`config.mk`:
```
export PLATFORM = sky130hd
export DESIGN_NAME = relay_sequencer_fsm_flat
export DESIGN_NICKNAME = d
export VERILOG_FILES = /design/src/rtl/relay_sequencer_fsm_if.sv /design/src/rtl/relay_sequencer_fsm.sv /design/src/flat_wrapper.sv
export SDC_FILE = /design/constraint.sdc
export NUM_CORES = 1
export LEC_CHECK = 0
export BUFFER_PORTS_ARGS = -buffer_cell sky130_fd_sc_hd__buf_2
export CORE_MARGIN = 2
export CORE_UTILIZATION = 46
export CTS_CLUSTER_SIZE = 40
export DETAILED_ROUTE_END_ITERATION = 10
export GPL_ROUTABILITY_DRIVEN = 0
export PLACE_DENSITY = 0.75
export SLEW_MARGIN = 20
export SYNTH_ARGS = -nofsm -noshare
export SYNTH_HDL_FRONTEND = slang
export SYNTH_SLANG_ARGS = --single-unit
```
`constraint.sdc`:
```
create_clock -name clock -period 2.5 [get_ports clock]
set_input_delay 0.5 -clock clock [delete_from_list [all_inputs] [get_ports clock]]
set_output_delay 0.5 -clock clock [all_outputs]
set_load 0.05 [all_outputs]
```
`src/rtl/relay_sequencer_fsm_if.sv`:
```
// Control/status bundle between the relay decode logic
// and the instruction-cycle sequencer.
interface relay_sequencer_fsm_if #(
  parameter int NUM_STATES = 24
);
  logic                  step_en;
  logic                  start;
  logic [3:0]            fsm_input;
  logic                  halt_req;
  logic [NUM_STATES-1:0] state;
  logic                  halted;
  logic                  instr_done;
  logic                  illegal_class;

  modport master (
    output step_en, start, fsm_input, halt_req,
    input  state, halted, instr_done, illegal_class
  );

  modport slave (
    input  step_en, start, fsm_input, halt_req,
    output state, halted, instr_done, illegal_class
  );
endinterface

```
`src/rtl/relay_sequencer_fsm.sv`:
```
// Relay computer instruction-cycle sequencer: walks a
// one-hot state vector whose length depends on the class.
module relay_sequencer_fsm #(
  parameter int NUM_STATES = 24,
  parameter int LAST_SHORT = 7,
  parameter int LAST_LDST  = 11,
  parameter int LAST_MOV16 = 10,
  parameter int LAST_INC   = 14,
  parameter int LAST_GOTO  = 24
) (
  input logic                  clock,
  input logic                  reset,
  relay_sequencer_fsm_if.slave bus
);
  localparam int IW = $clog2(NUM_STATES + 1);

  typedef enum logic [2:0] {
    SHORT,
    LDST,
    MOV16,
    INC,
    GOTO
  } class_e;

  logic [IW-1:0] idx_q, idx_d, last;
  class_e        cls_q, cls_d;
  logic          hlt_q, hlt_d;
  logic          ill_q, ill_d;
  logic          done_q, done_d;

  always_ff @(posedge clock or posedge reset) begin
    if (reset) begin
      idx_q  <= '0;
      cls_q  <= SHORT;
      hlt_q  <= 1'b0;
      ill_q  <= 1'b0;
      done_q <= 1'b0;
    end else begin
      idx_q  <= idx_d;
      cls_q  <= cls_d;
      hlt_q  <= hlt_d;
      ill_q  <= ill_d;
      done_q <= done_d;
    end
  end

  always_comb begin
    last = IW'(LAST_SHORT);
    unique case (cls_q)
      SHORT:   last = IW'(LAST_SHORT);
      LDST:    last = IW'(LAST_LDST);
      MOV16:   last = IW'(LAST_MOV16);
      INC:     last = IW'(LAST_INC);
      GOTO:    last = IW'(LAST_GOTO);
      default: last = IW'(LAST_SHORT);
    endcase
  end

  always_comb begin
    idx_d  = idx_q;
    cls_d  = cls_q;
    hlt_d  = hlt_q;
    ill_d  = ill_q;
    done_d = 1'b0;
    if (bus.step_en) begin
      if (bus.halt_req &&
          (idx_q == IW'(9) || idx_q == IW'(10)))
        hlt_d = 1'b1;
      // Entering state_1 clears the halt latch, so it
      // overrides a halt_req seen on the same edge.
      if (idx_q == '0) begin
        if (bus.start) begin
          idx_d = IW'(1);
          hlt_d = 1'b0;
        end
      end else if (idx_q == IW'(4)) begin
        idx_d = IW'(5);
        casez (bus.fsm_input)
          4'b0000,
          4'b0100,
          4'b1000: cls_d = SHORT;
          4'b1001: cls_d = LDST;
          4'b1010: cls_d = MOV16;
          4'b1011: cls_d = INC;
          4'b11??: cls_d = GOTO;
          default: begin
            cls_d = SHORT;
            ill_d = 1'b1;
          end
        endcase
      end else if (idx_q >= last) begin
        done_d = 1'b1;
        if (cls_q == MOV16 && hlt_q) begin
          idx_d = '0;
        end else begin
          idx_d = IW'(1);
          hlt_d = 1'b0;
        end
      end else begin
        idx_d = idx_q + IW'(1);
      end
    end
  end

  always_comb begin
    bus.state = '0;
    for (int i = 0; i < NUM_STATES; i++)
      bus.state[i] = (idx_q == IW'(i + 1));
  end

  assign bus.halted        = (idx_q == '0);
  assign bus.instr_done    = done_q;
  assign bus.illegal_class = ill_q;
endmodule

```
`src/flat_wrapper.sv`:
```
// flat-port wrapper written by rule: the top's interface ports become plain ports
module relay_sequencer_fsm_flat 
#(
  parameter int NUM_STATES = 24,
  parameter int LAST_SHORT = 7,
  parameter int LAST_LDST  = 11,
  parameter int LAST_MOV16 = 10,
  parameter int LAST_INC   = 14,
  parameter int LAST_GOTO  = 24
)
  (clock, reset, bus_step_en, bus_start, bus_fsm_input, bus_halt_req, bus_state, bus_halted, bus_instr_done, bus_illegal_class);
  relay_sequencer_fsm_if #(.NUM_STATES(NUM_STATES)) bus_i ();
  input logic clock;
  input logic reset;
  input wire logic [$bits(bus_i.step_en)-1:0] bus_step_en;
  input wire logic [$bits(bus_i.start)-1:0] bus_start;
  input wire logic [$bits(bus_i.fsm_input)-1:0] bus_fsm_input;
  input wire logic [$bits(bus_i.halt_req)-1:0] bus_halt_req;
  output wire logic [$bits(bus_i.state)-1:0] bus_state;
  output wire logic [$bits(bus_i.halted)-1:0] bus_halted;
  output wire logic [$bits(bus_i.instr_done)-1:0] bus_instr_done;
  output wire logic [$bits(bus_i.illegal_class)-1:0] bus_illegal_class;
  assign bus_i.step_en = bus_step_en;
  assign bus_i.start = bus_start;
  assign bus_i.fsm_input = bus_fsm_input;
  assign bus_i.halt_req = bus_halt_req;
  assign bus_state = bus_i.state;
  assign bus_halted = bus_i.halted;
  assign bus_instr_done = bus_i.instr_done;
  assign bus_illegal_class = bus_i.illegal_class;
  relay_sequencer_fsm #(.NUM_STATES(NUM_STATES), .LAST_SHORT(LAST_SHORT), .LAST_LDST(LAST_LDST), .LAST_MOV16(LAST_MOV16), .LAST_INC(LAST_INC), .LAST_GOTO(LAST_GOTO)) u_core (.clock(clock), .reset(reset), .bus(bus_i));
endmodule
```
# Yosys cells after proc, flatten, opt, wreduce, memory -nomap -nowiden
# Cells that the tools add are included.
dict set report word_totals {
  ff_bits 11
  input_bits 9
  output_inout_bits 27
}
dict set report classes {
  n_addsub 1
  n_lt_le_gt_ge 1
  n_eq_ne 35
  mux 17
  bitwise 2
  reduce_logical 9
}
# operator count
set ops {}
lappend ops {{== test 5 bit (second input constant)} 9}
lappend ops {{== test 5 x 4 -> 1 bit (second input constant)} 8}
lappend ops {{== test 5 x 3 -> 1 bit (second input constant)} 4}
lappend ops {{2-to-1 mux 5 bit} 4}
lappend ops {{case mux 5 bit (4 select lines)} 1}
lappend ops {{== test 4 bit (second input constant)} 4}
lappend ops {{case mux 3 bit (4 select lines)} 1}
lappend ops {{2-to-1 mux 1 bit} 11}
lappend ops {{== test 5 x 2 -> 1 bit (second input constant)} 2}
lappend ops {{OR reduction 7 bit} 1}
lappend ops {{== test 3 x 2 -> 1 bit (second input constant)} 2}
lappend ops {{adder 5 x 1 -> 5 bit (second input constant)} 1}
lappend ops {{== test 5 x 1 -> 1 bit (second input constant)} 1}
lappend ops {{greater-or-equal comparator 5 bit} 1}
lappend ops {{logical NOT 5 bit} 1}
lappend ops {{== test 4 x 3 -> 1 bit (second input constant)} 1}
lappend ops {{logical NOT 4 bit} 1}
lappend ops {{AND reduction 4 bit} 1}
lappend ops {{== test 3 x 1 -> 1 bit (second input constant)} 1}
lappend ops {{== test 3 bit (second input constant)} 1}
lappend ops {{AND reduction 3 bit} 1}
lappend ops {{== test 2 bit (second input constant)} 1}
lappend ops {{logical AND 1 bit} 2}
lappend ops {{inequality test 2 bit (second input constant)} 1}
lappend ops {{other kinds (3)} 4}

# Logic depth before layout (Yosys ltp)
dict set report logic_depth {
  ltp_word 8
  mapped_depth 10
  mapped_depth_nobuf 10
}

# Worst setup path before layout
# Ideal clock, no wire load.
dict set report synth_timing {
  path_type {register to register}
  startpoint {reg u_core.cls_q[1]}
  endpoint {reg u_core.hlt_q}
  setup_ns 0.131
  t_arrival_ns 1.919
  path_slack_ns 0.450
  path_stages_with_launch 11
  path_buffers 0
  cell_sequence {dfrtp_1 > nor2_1 > nand2_1 > inv_1 > a21oi_1 > ha_1 > nor2b_1 > o21ai_1 > a31oi_4 > nor4_2 > or3_1}
}
dict set report synth_between {
  elab_chain_cells 6
}
# element line
set synth_rtl {}
lappend synth_rtl {{start, declared} relay_sequencer_fsm.sv:26} ;# class_e cls_q, cls_d;
lappend synth_rtl {{start signal, assigned} relay_sequencer_fsm.sv:40} ;# cls_q <= cls_d;
lappend synth_rtl {{== test 3 bit, or another cell as far along} relay_sequencer_fsm.sv:49} ;# unique case (cls_q)
lappend synth_rtl {{case mux 5 bit (4 select lines) or logical AND 1 bit (tied branches)} {relay_sequencer_fsm.sv:49, relay_sequencer_fsm.sv:93}}
lappend synth_rtl {{greater-or-equal comparator 5 bit or 2-to-1 mux 1 bit (tied branches)} {relay_sequencer_fsm.sv:91, relay_sequencer_fsm.sv:93}}
lappend synth_rtl {{2-to-1 mux 1 bit (*)} relay_sequencer_fsm.sv:91} ;# end else if (idx_q >= last) begin
lappend synth_rtl {{2-to-1 mux 1 bit (*)} relay_sequencer_fsm.sv:76} ;# end else if (idx_q == IW'(4)) begin
lappend synth_rtl {{2-to-1 mux 1 bit (*)} relay_sequencer_fsm.sv:71} ;# if (idx_q == '0) begin
lappend synth_rtl {{end signal, assigned} relay_sequencer_fsm.sv:41} ;# hlt_q <= hlt_d;
lappend synth_rtl {{end, declared} relay_sequencer_fsm.sv:27} ;# logic hlt_q, hlt_d;
# Mark *: on every way between the ends. The rest lies on a longest branch, timed or not.
# A chain may end at the register's enable or synchronous reset.

# Final worst setup path
dict set report layout_timing {
  startpoint {reg u_core.idx_q[0]}
  endpoint {out bus_halted}
}
dict set report layout_between {
  elab_chain_cells 1
}
# element line
set layout_rtl {}
lappend layout_rtl {{start, declared} relay_sequencer_fsm.sv:25} ;# logic [IW-1:0] idx_q, idx_d, last;
lappend layout_rtl {{start signal, assigned} relay_sequencer_fsm.sv:39} ;# idx_q <= idx_d;
lappend layout_rtl {{logical NOT 5 bit} relay_sequencer_fsm.sv:111} ;# assign bus.halted = (idx_q == '0);
lappend layout_rtl {{end, declared} flat_wrapper.sv:20} ;# output wire logic [$bits(bus_i.halted)-1:0] bus_halted;
# Every way passes these cells.

==> flow_summary.toml <==
[outcome]
outcome = "finished, final reports clean"

[logic_synthesis]
synth_top_area_cell = "sky130_fd_sc_hd__dfrtp_1"
synth.ff_latch_count = 11
yosys_warnings = 0
mapped_cell_area_um2 = 997
synth-seq-area-share_pct = 27.6
synth_flop_cell = "sky130_fd_sc_hd__dfrtp_1"
synth.top_cells.by_area = "sky130_fd_sc_hd__dfrtp_1 (28%), sky130_fd_sc_hd__ha_1 (13%), sky130_fd_sc_hd__nor2_1 (8.7%), sky130_fd_sc_hd__nand2_1 (6.0%), sky130_fd_sc_hd__and3_1 (4.4%)"
synth_cells = 124
yosys.area.top_type_share_pct = 27.6
syn_area_per_cell_um2 = 8.04
netlist-cell-type-count = 39
synthesis.nets = 143
synth_enable_flop_cells = 0
ys_async_sr_fraction_pct = 100

[cts]
cts_hold_buffers = 0
root_buffer = "sky130_fd_sc_hd__clkbuf_4"
cts_buffers = 3
post-cts-setup-buffer-count = 0
cts.reportedPaths.clkPinSlew_ps = 70
tritoncts = "done"
clock-sinks = 11
htree_num_levels = 1
clock_path_buffers = 2
clock_insertion_delay_worst_skew_ps = 260
post_cts.resized_instances = 0

[floorplanning]
io_pins = 36
die_width_um = 50.6
fp.coreArea_um2 = 2000
die_y_um = 50.6
die_area_um2 = 2560
start_util_pct = 49.8
core.rowCount = 16

[critical_path]
crit_path_cell_trace = "inv_1 > ha_1 > nor2b_2 > nand2_1 > inv_1 > clkbuf_4"
path_class = "register to primary output"
worst-endpoint-arrival_ps = 1890
path_common_cell = "sky130_fd_sc_hd__inv_1"
cp.required_ps = 2000
timing.critical_path.fanout_max = 5
path_buf_inv = 3
cp-start-kind = "register"
rr_worst_depth = 10
crit_path_end_kind = "primary output"
crit_slowest_cell = "sky130_fd_sc_hd__dfrtp_1"
cp_slowest_stage_delay_ps = 420
regToRegEndpoint = "u_core.hlt_q$_DFFE_PP0P_"
rr_startpoint = "u_core.cls_q[1]$_DFFE_PP0P_"
r2r_setup_slack_ps = 250
path_delay_family = "buffers and inverters"

[hold_path]
worst_hold_path_type = "input pin to async pin"

[routing]
ant_nets = 0
wl_per_cell_um = 12.5
first_iter_violations = 38
number_of_remaining_drc_errors = 0
routed-via-count = 973
detail_route.vias_per_cell = 5.20
first_pass_iters = 4
wl_um = 2340

[sta]
clock_skew_ps = 1.18
min_period_over_period_pct = 95.6
hold_viol = 0
setup_viol_count_final = 0
max_freq_mhz = 418
max-slew-margin-rel_pct = 64.2
worst_pin_slew_ps = 530
maxSlewViolCount = 0
fin_crit_ps = 2390

[finish]
antenna-diode-count = 0
commonest_non_fill_non_tap_cell_in_the_layout = "sky130_fd_sc_hd__buf_2"
commonest_non_fill_non_tap_cells_in_the_layout = "sky130_fd_sc_hd__buf_2 (34), sky130_fd_sc_hd__nor2_1 (23), sky130_fd_sc_hd__nand2_1 (16)"
syn_to_layout_area_delta_pct = 22.6
nNetsFinal = 180
share_of_cells_above_drive_strength_1_pct = 30.6
final_cell_count_without_fillers = 187
num-fill-cells = 189

[job]
cap_viol_max_count = 0

[global_route]
antenna_found_initial = 0
gr-usage-all-layers_pct = 19.5
grt_pass1_wl_um = 3770
grt_pass1_vias = 842
pin_count_of_the_biggest_net_entering_global_routing = 13
grt.overflow.total = 0

[placement]
dp.final_hpwl_um = 1890
numPlacedInstances = 183
placement.io_buffers = 35

[pwr]
pwr_per_cell_area_nw_per_um2 = 1330
report.power.total_uw = 1630
ir_worst_vdd_uv = 713
cellLeakagePower_uw = 0.000700
==> Yosys cell counts (all sizes together) (2+ instances only) <==
cell    count
dfrtp      11
nand2b      2
ha         10
nand2      17
xnor2       2
nor4b       2
nor2       24
o21ai      10
nor2b       2
and2        2
buf         2
and3        8
a21oi       2
a21o        2
nand3b      2
inv        10
==> how the worst max path moves through the flow <==
stage	start	end	slack, ps	cells after the start
after floorplan	u_core.cls_q[1]$_DFFE_PP0P_	u_core.hlt_q$_DFFE_PP0P_	450	10
after global placement	u_core.cls_q[1]$_DFFE_PP0P_	u_core.hlt_q$_DFFE_PP0P_	360	10
after detailed placement	u_core.cls_q[1]$_DFFE_PP0P_	u_core.hlt_q$_DFFE_PP0P_	260	10
after CTS	u_core.idx_q[0]$_DFFE_PP0P_	bus_halted	30	6
after global routing	u_core.idx_q[0]$_DFFE_PP0P_	bus_halted	-10	6
final	u_core.idx_q[0]$_DFFE_PP0P_	bus_halted	110	6
==> per-stage QoR <==
step                      TNS [ps]  util [%]  area (um2)  worst slack, ps  hold WS (ps)
after floorplan                  0         -         997              450           352
after global placement           0      59.5        1190              360           434
after detailed placement         0      59.5        1190              264           442
after CTS                        0      60.8        1220             30.7           221
after global routing         -9.60      61.1        1220            -9.60           243
final                            0      61.1        1220              110           218
==> where the power goes <==
| group | total, uW | internal (uW) | switching, uW |
|---|---|---|---|
| sequential | 354 | 241 | 112 |
| combinational | 1160 | 378 | 777 |
| clock | 117 | 61.7 | 55.7 |
| total | 1630 | 681 | 945 |
==> sequential cells by signal (all words and copies together) (netlist names) <==
| register | count |
|---|---|
| u_core.hlt_q | 1 |
| u_core.bus.illegal_class | 1 |
| u_core.idx_q | 5 |
| u_core.cls_q | 3 |
| u_core.bus.instr_done | 1 |
==> routing by layer <==
layer	routed length (um)	track usage [%]	up-vias
met3	114	6.55	0
met4	0	4.05	0
li1	-	-	498
met1	1060	25.5	449
met5	0	0	-
met2	1160	31.4	26
==> kinds of logic (layout without fill, tap and decap cells) <==
group / count (synthesis) / count (layout) / share of synthesized area [%]
DFF: 11 / 11 / 27.6
and+or+nand+nor: 65 / 65 / 35.4
buffers and inverters: 13 / 49 / 5.27
xor gates and xnor gates: 2 / 2 / 1.76
adders and majority gates: 10 / 10 / 12.5
AOI/OAI and AO/OA: 23 / 23 / 17.4
==> cell type report <==
| type | count | area (um2) | share of cell area (%) |
|---|---|---|---|
| Timing Repair Buffer | 35 | 178 | 14.5 |
| Tap cell | 27 | 33.8 | 2.76 |
| Multi-Input combinational cell | 100 | 672 | 55.0 |
| Sequential cell | 11 | 275 | 22.5 |
| Clock buffer | 4 | 26.3 | 2.15 |
| Inverter | 10 | 37.5 | 3.07 |
No activity file was read; power rests on OpenSTA's default activity.
